**src/rtl/iob_axistream_pack.sv**
```systemverilog
// iob_axistream_pack: packs N = DATA_W/TDATA_W narrow AXI-Stream beats into
// one DATA_W-bit word with a contiguous lane strobe and a last flag.
// A one-word accumulator feeds a one-word output register so that a full
// word can be handed off while the next beat is written into lane 0.
module iob_axistream_pack #(
    parameter int TDATA_W = 8,
    parameter int DATA_W  = 32
) (
    input  logic                         clk,
    input  logic                         rst,
    input  logic [TDATA_W-1:0]           s_tdata,
    input  logic                         s_tvalid,
    output logic                         s_tready,
    input  logic                         s_tlast,
    input  logic                         flush,
    output logic [DATA_W-1:0]            m_data,
    output logic [DATA_W/TDATA_W-1:0]    m_strb,
    output logic                         m_last,
    output logic                         m_valid,
    input  logic                         m_ready
);

    localparam int N  = DATA_W / TDATA_W;
    localparam int IW = (N > 1) ? $clog2(N) : 1;

    logic [DATA_W-1:0] acc_reg, acc_next;
    logic [N-1:0]      acc_strb_reg, acc_strb_next;
    logic [IW-1:0]     idx_reg, idx_next;
    logic              acc_last_reg, acc_last_next;
    logic              pend_reg, pend_next;

    logic [DATA_W-1:0] m_data_reg;
    logic [N-1:0]      m_strb_reg;
    logic              m_last_reg;
    logic              m_valid_reg;

    logic accept;
    logic load;
    logic beat_done;
    logic flush_done;
    logic complete;

    // The output register takes the pending word whenever it is empty or
    // being drained this cycle; the accumulator can accept a beat when it is
    // not holding a finished word, or when that word leaves this cycle.
    assign load       = pend_reg & (~m_valid_reg | m_ready);
    assign s_tready   = rst & (~pend_reg | load);
    assign accept     = s_tvalid & s_tready;
    assign beat_done  = accept & ((idx_reg == IW'(N - 1)) | s_tlast);
    assign flush_done = flush & ~pend_reg & ((idx_reg != '0) | accept);
    assign complete   = beat_done | flush_done;

    // Per-lane next state: a written lane takes the beat, otherwise the lane
    // is cleared on hand-off or holds its value. While pend is set idx is 0,
    // so a beat arriving alongside a load lands in lane 0.
    generate
        for (genvar gi = 0; gi < N; gi++) begin : g_lane
            logic lane_wr;
            assign lane_wr = accept & (idx_reg == IW'(gi));
            assign acc_next[gi*TDATA_W +: TDATA_W] =
                lane_wr ? s_tdata :
                (load ? '0 : acc_reg[gi*TDATA_W +: TDATA_W]);
            assign acc_strb_next[gi] = lane_wr | (~load & acc_strb_reg[gi]);
        end
    endgenerate

    // Lane index, completion flag and last flag of the accumulator.
    always_comb begin
        idx_next      = idx_reg;
        pend_next     = pend_reg & ~load;
        acc_last_next = acc_last_reg;
        if (complete) begin
            pend_next     = 1'b1;
            acc_last_next = accept & s_tlast;
            idx_next      = '0;
        end else if (accept) begin
            idx_next = idx_reg + IW'(1);
        end
    end

    // Accumulator state register.
    always_ff @(posedge clk) begin
        if (!rst) begin
            acc_reg      <= '0;
            acc_strb_reg <= '0;
            idx_reg      <= '0;
            acc_last_reg <= 1'b0;
            pend_reg     <= 1'b0;
        end else begin
            acc_reg      <= acc_next;
            acc_strb_reg <= acc_strb_next;
            idx_reg      <= idx_next;
            acc_last_reg <= acc_last_next;
            pend_reg     <= pend_next;
        end
    end

    // Output word register: loads the pending word, otherwise drops valid
    // once consumed while keeping the data fields unchanged.
    always_ff @(posedge clk) begin
        if (!rst) begin
            m_data_reg  <= '0;
            m_strb_reg  <= '0;
            m_last_reg  <= 1'b0;
            m_valid_reg <= 1'b0;
        end else if (load) begin
            m_data_reg  <= acc_reg;
            m_strb_reg  <= acc_strb_reg;
            m_last_reg  <= acc_last_reg;
            m_valid_reg <= 1'b1;
        end else if (m_valid_reg & m_ready) begin
            m_valid_reg <= 1'b0;
        end
    end

    assign m_data  = m_data_reg;
    assign m_strb  = m_strb_reg;
    assign m_last  = m_last_reg;
    assign m_valid = m_valid_reg;

endmodule

```
**config.mk**
```make
export PLATFORM = sky130hd
export DESIGN_NAME = iob_axistream_pack
export DESIGN_NICKNAME = d
export VERILOG_FILES = /design/src/rtl/iob_axistream_pack.sv
export SDC_FILE = /design/constraint.sdc
export NUM_CORES = 1
export LEC_CHECK = 0
export BUFFER_PORTS_ARGS = -buffer_cell sky130_fd_sc_hd__buf_2
export CAP_MARGIN = 25
export CORE_MARGIN = 2
export CORE_UTILIZATION = 50
export CTS_BUF_LIST = sky130_fd_sc_hd__clkbuf_16
export CTS_CLUSTER_SIZE = 28
export DETAILED_ROUTE_END_ITERATION = 16
export PLACE_DENSITY_LB_ADDON = 0.08
export SYNTH_ARGS = -nofsm -noshare
export SYNTH_HDL_FRONTEND = slang
export SYNTH_SLANG_ARGS = --single-unit
```
**constraint.sdc**
```tcl
create_clock -name clk -period 3.4 [get_ports clk]
set_input_delay 0.34 -clock clk [delete_from_list [all_inputs] [get_ports clk]]
set_output_delay 0.34 -clock clk [all_outputs]
set_load 0.005 [all_outputs]
```
==> results of run 1 <==
==> through the flow <==
step           instance area [um2]  instances  worst slack [ns]  total power, mW   util
3_3_place_gp                  3360        437              1.22             1.08  0.561
4_1_cts                       3660        453              1.30             2.04  0.611
5_1_grt                       3700        455              1.27             2.10  0.618
3_5_place_dp                  3360        437              1.19             1.09  0.561
6_report                      3700        455              1.42             2.03  0.618
2_1_floorplan                 3120        339              1.97             1.05      -
==> where the power goes <==
part           total [mW]  switching [mW]  internal [mW]  leakage, nW
clock network       0.954           0.383          0.571        0.144
registers           0.946          0.0120          0.934        0.631
logic               0.127          0.0853         0.0414         1.06
total                2.03           0.480           1.55         1.84
==> area by class of cell <==
cell class	count	area, um2
Clock inverter	7	72.6
Clock buffer	9	225
Inverter	5	18.8
Timing Repair Buffer	61	355
Fill cell	557	2290
Tap cell	75	93.8
Multi-Input combinational cell	220	1370
Sequential cell	78	1560
==> final timing paths <==
check / from / end / slack, ns / cells past startpoint
worst max-delay path: rst / s_tready / 1.42 / 5
worst min-delay path: s_tlast / acc_last_reg / 0.30 / 3
worst max register to register: pend_reg / m_data[31] / 1.61 / 5
worst min register to register: acc_strb_reg[2] / m_strb[2] / 0.47 / 2
==> layer usage <==
layer | vias to the layer above | track usage | wire length (um)
met5 | - | 0 | 0
met4 | 0 | 0.104 | 140
met3 | 11 | 0.0388 | 389
met2 | 71 | 0.322 | 3410
met1 | 1317 | 0.310 | 3620
li1 | 1342 | - | -
==> worst max-delay path, stage by stage <==
cell and delay [ns]:
buf_2 0.58, clkinv_1 0.14, buf_4 0.29, nor2_1 0.15, buf_2 0.12
==> cell usage after synthesis <==
cell,n,share of area
and3_1,36,0.072
nand3b_1,2,0.0048
clkinv_1,1,0.0012
ha_1,4,0.016
clkbuf_1,17,0.020
buf_6,2,0.0072
a22o_1,1,0.0028
inv_1,4,0.0048
nand3_1,38,0.061
nand4_1,2,0.0040
buf_1,1,0.0012
buf_2,16,0.026
o211ai_1,2,0.0048
o21ai_0,44,0.070
a41o_1,32,0.10
and2b_1,1,0.0024
nand2b_1,2,0.0040
a21oi_1,43,0.069
nor2_1,1,0.0012
and2_1,1,0.0020
and3b_1,1,0.0028
nand2_1,2,0.0024
dfxtp_1,78,0.50
o221ai_1,1,0.0028
nand2_2,4,0.0080
a22oi_1,2,0.0048
or3_1,1,0.0020
==> cells by family (layout without fill, tap and decap cells) <==
kind of cell    after synthesis  count (layout)  synth area share
compound gates              125             125             0.257
simple gates                 91              91             0.167
flops                        78              78             0.500
buf+inv                      41              82            0.0605
fa+ha+maj                     4               4            0.0160
==> results.toml, run 1 <==
[status]
outcome = "finished, final reports clean"

[sta]
slew_violations = 0
worst_pin_slew_ns = 0.756
rsz0062_at_grt = "false"
hold_viol_final = 0
fin_hold_ws_ns = 0.297
max_freq_mhz = 506
finalSetupViolations = 0
setup_tns_ns = 0
relSlewSlack = 0.496
fin_crit_sh = 0.581
finClkSkew_ns = 0.00416
finalCriticalPeriod_ns = 1.98

[global_routing]
grt_max_degree = 45
grt_overflow = 0
grt_pass1_wl_um = 12400
grtUsageTotal = 0.219
grt_pass1_vias = 2465
antenna_found_initial = 0

[die]
io_pins = 53
start_util = 0.522
rows = 28
die_height_um = 83.0
coreArea_mm2 = 0.00599
die_w_um = 83.0
die-area_mm2 = 0.00690

[cells_and_area]
final_nets = 393
areaGrowthSynthToFinish_pct = 18.5
antenna_cells = 0
final_cell_mix = "dfxtp_1 (78), buf_2 (52), o21ai_0 (44)"
layout_commonest_cell = "dfxtp_1"
drive_gt1_frac = 0.211

[routing]
via_per_inst = 6.02
drtIter0Drc = 220
final_antenna_net_count = 0
finalWirelength_um = 7560
post_drt_wl_per_cell_um = 16.6
post-route-drc-count = 0
vias = 2741
drt-pass1-iter-count = 4

[clocking]
post_cts_buffers = 0
htreeDepth = 3
cts_buffer_depth = 2
ctsHoldBuffers = 0
cts_made_buffers = 9
path_clk_slew_ns = 0.06
numClockSinks = 78
cts-resized-gates = 0
cts_tree = "built"
clock_latency_ns = 0.33
root_buffer = "clkbuf_16"

[synthesis]
ys_seq_area_frac = 0.500
synth_warnings = 0
synthesis.nets = 357
avgSynthCellArea_um2 = 9.22
ys_types = 27
ys_seq_elements = 78
syn_inst = 339
synth_area_mm2 = 0.00312

[pwr]
leakagePower_nw = 1.84
ir_drop_mv = 0.325
p_per_area_mw_per_mm2 = 548

[place]
portBuffers = 52
gp_routability_congestion = 0.784
hpwl_um = 4800

[critical_path]
arrival_ns = 1.64
worst_ep_required_time_ns = 3.06
crit_path_max_fanout = 44
cp-end-kind = "output pin"
crit_path_start_kind = "input port"
criticalPathCategory = "input port to output pin"

[min_path]
hold_path.class = "input port to register"

[run]
max_cap_viol_count = 0
(Power assumes the default switching activity.)
==> run 2: changes to the inputs <==
==> constraint.sdc (replaced) <==
create_clock -name clk -period 1.6 [get_ports clk]
set_input_delay 0.16 -clock clk [delete_from_list [all_inputs] [get_ports clk]]
set_output_delay 0.16 -clock clk [all_outputs]
set_load 0.005 [all_outputs]
==> results.toml, run 2 (synthesis gave the netlist of run 1 again) <==
[cells_and_area]
fin_util = 0.624
antenna_cells = 0
final-seq-area_mm2 = 0.00156
fin_area_mm2 = 0.00374
final_cell_mix = "dfxtp_1 (77), buf_2 (52), o21ai_0 (44)"
areaGrowthSynthToFinish_pct = 19.6
drive_gt1_frac = 0.224
fill_cells = 538
multiInputGateArea_mm2 = 0.00138
final_nets = 397
layout_commonest_cell = "dfxtp_1"

[min_path]
hold_path.class = "input port to register"

[clocking]
post_cts_buffers = 0
numClockSinks = 78
cts_made_buffers = 9
cts_buffer_depth = 2
cts_tree = "built"
root_buffer = "clkbuf_16"
path_clk_slew_ns = 0.06
clock_latency_ns = 0.33
htreeDepth = 3

[global_routing]
grt_pass1_vias = 2484
grt_pass1_wl_um = 12600
antenna_found_initial = 0
grt_overflow = 0
grtUsageTotal = 0.220
grt_max_degree = 42

[place]
postPlaceCellArea_mm2 = 0.00344
gp_routability_congestion = 0.876
post-place-ws_ns = 0.0814
portBuffers = 52
hpwl_um = 4970

[sta]
slew_violations = 0
finalSetupViolations = 0
fin_crit_sh = 0.932
setup_tns_ns = 0
max_freq_mhz = 671
hold_viol_final = 0
rsz0062_at_grt = "false"
finClkSkew_ns = 0.00745
finalCriticalPeriod_ns = 1.49
setup_slack_ns = 0.109
worst_pin_slew_ns = 0.303
relSlewSlack = 0.798

[die]
rows = 28
io_pins = 53
die-area_mm2 = 0.00690
coreArea_mm2 = 0.00599
die_height_um = 83.0
start_util = 0.522
die_w_um = 83.0

[run]
max_cap_viol_count = 0

[critical_path]
cp-end-kind = "register"
crit_path_max_fanout = 9
slowest_stage = "dfxtp_1"
arrival_ns = 1.71
slowest_delay_ns = 0.33
worst_ep_required_time_ns = 1.82
crit_chain = "inv_1, ha_1, and3_1, nand2_2, a41o_1"
crit_path_start_kind = "register"
criticalPathCategory = "register to register"

[status]
outcome = "finished, final reports clean"

[routing]
drt-pass1-iter-count = 4
final_antenna_net_count = 0
finalWirelength_um = 7560
drtIter0Drc = 183
post_drt_wl_per_cell_um = 16.5
vias = 2732
via_per_inst = 5.95
post-route-drc-count = 0

[pwr]
leakagePower_nw = 1.86
p_total_mw = 4.27
ir_drop_mv = 0.705
p_per_area_mw_per_mm2 = 1140
==> run 2: changes by cell type in the layout (fill, tap and decap cells not counted), sizes merged <==
cell / delta
buf: +4
==> run 2: power by group <==
part           switching [mW]  total, mW  internal (mW)
combinational           0.182      0.280         0.0985
sequential             0.0265       2.01           1.99
clock                   0.782       1.98           1.20
==> run 2: timing repair <==
action,in CTS,in global routing
setup endpoints to repair,0,27
hold buffers,0,0
resized for setup,0,3
==> run 2: layout make-up <==
cell class,instances,area share
timing repair buffer,65,0.106
sequential,78,0.418
inverter,5,0.00502
tap,75,0.0251
multi-input combinational,220,0.368
clock buffer,9,0.0603
clock inverter,7,0.0171
==> run 2: path summary, 6_finish.rpt <==
kind,start,to,slack [ns],cells after the start
max,idx_reg[1],acc_reg[14],0.11,5
max reg2reg,idx_reg[1],acc_reg[14],0.11,5
min reg2reg,acc_strb_reg[1],m_strb[1],0.47,2
min,s_tlast,acc_last_reg,0.12,3
==> run 2: through the flow <==
step | hold slack (ns) | cells
after floorplan | 0.331 | 339
after global placement | 0.444 | 443
after detailed placement | 0.458 | 443
after CTS | 0.112 | 459
after global routing | 0.153 | 459
final | 0.120 | 459
==> run 2: layer usage <==
metal  up-vias  GRT usage  part of all wire
met4         0     0.0715            0.0098
met5         -          0                 0
met3         7     0.0527             0.046
li1       1358          -                 -
met1      1301      0.319              0.51
met2        66      0.323              0.44
==> run 2: critical path, delay by kind of cell (launching register included) <==
kind	cells	cell delay (ns)
AND/OR/NAND/NOR	2	0.54
flip-flops	1	0.33
AO/OA/AOI/OAI	1	0.28
adder cells (fa/ha/maj)	1	0.14
buffers and inverters	1	0.08
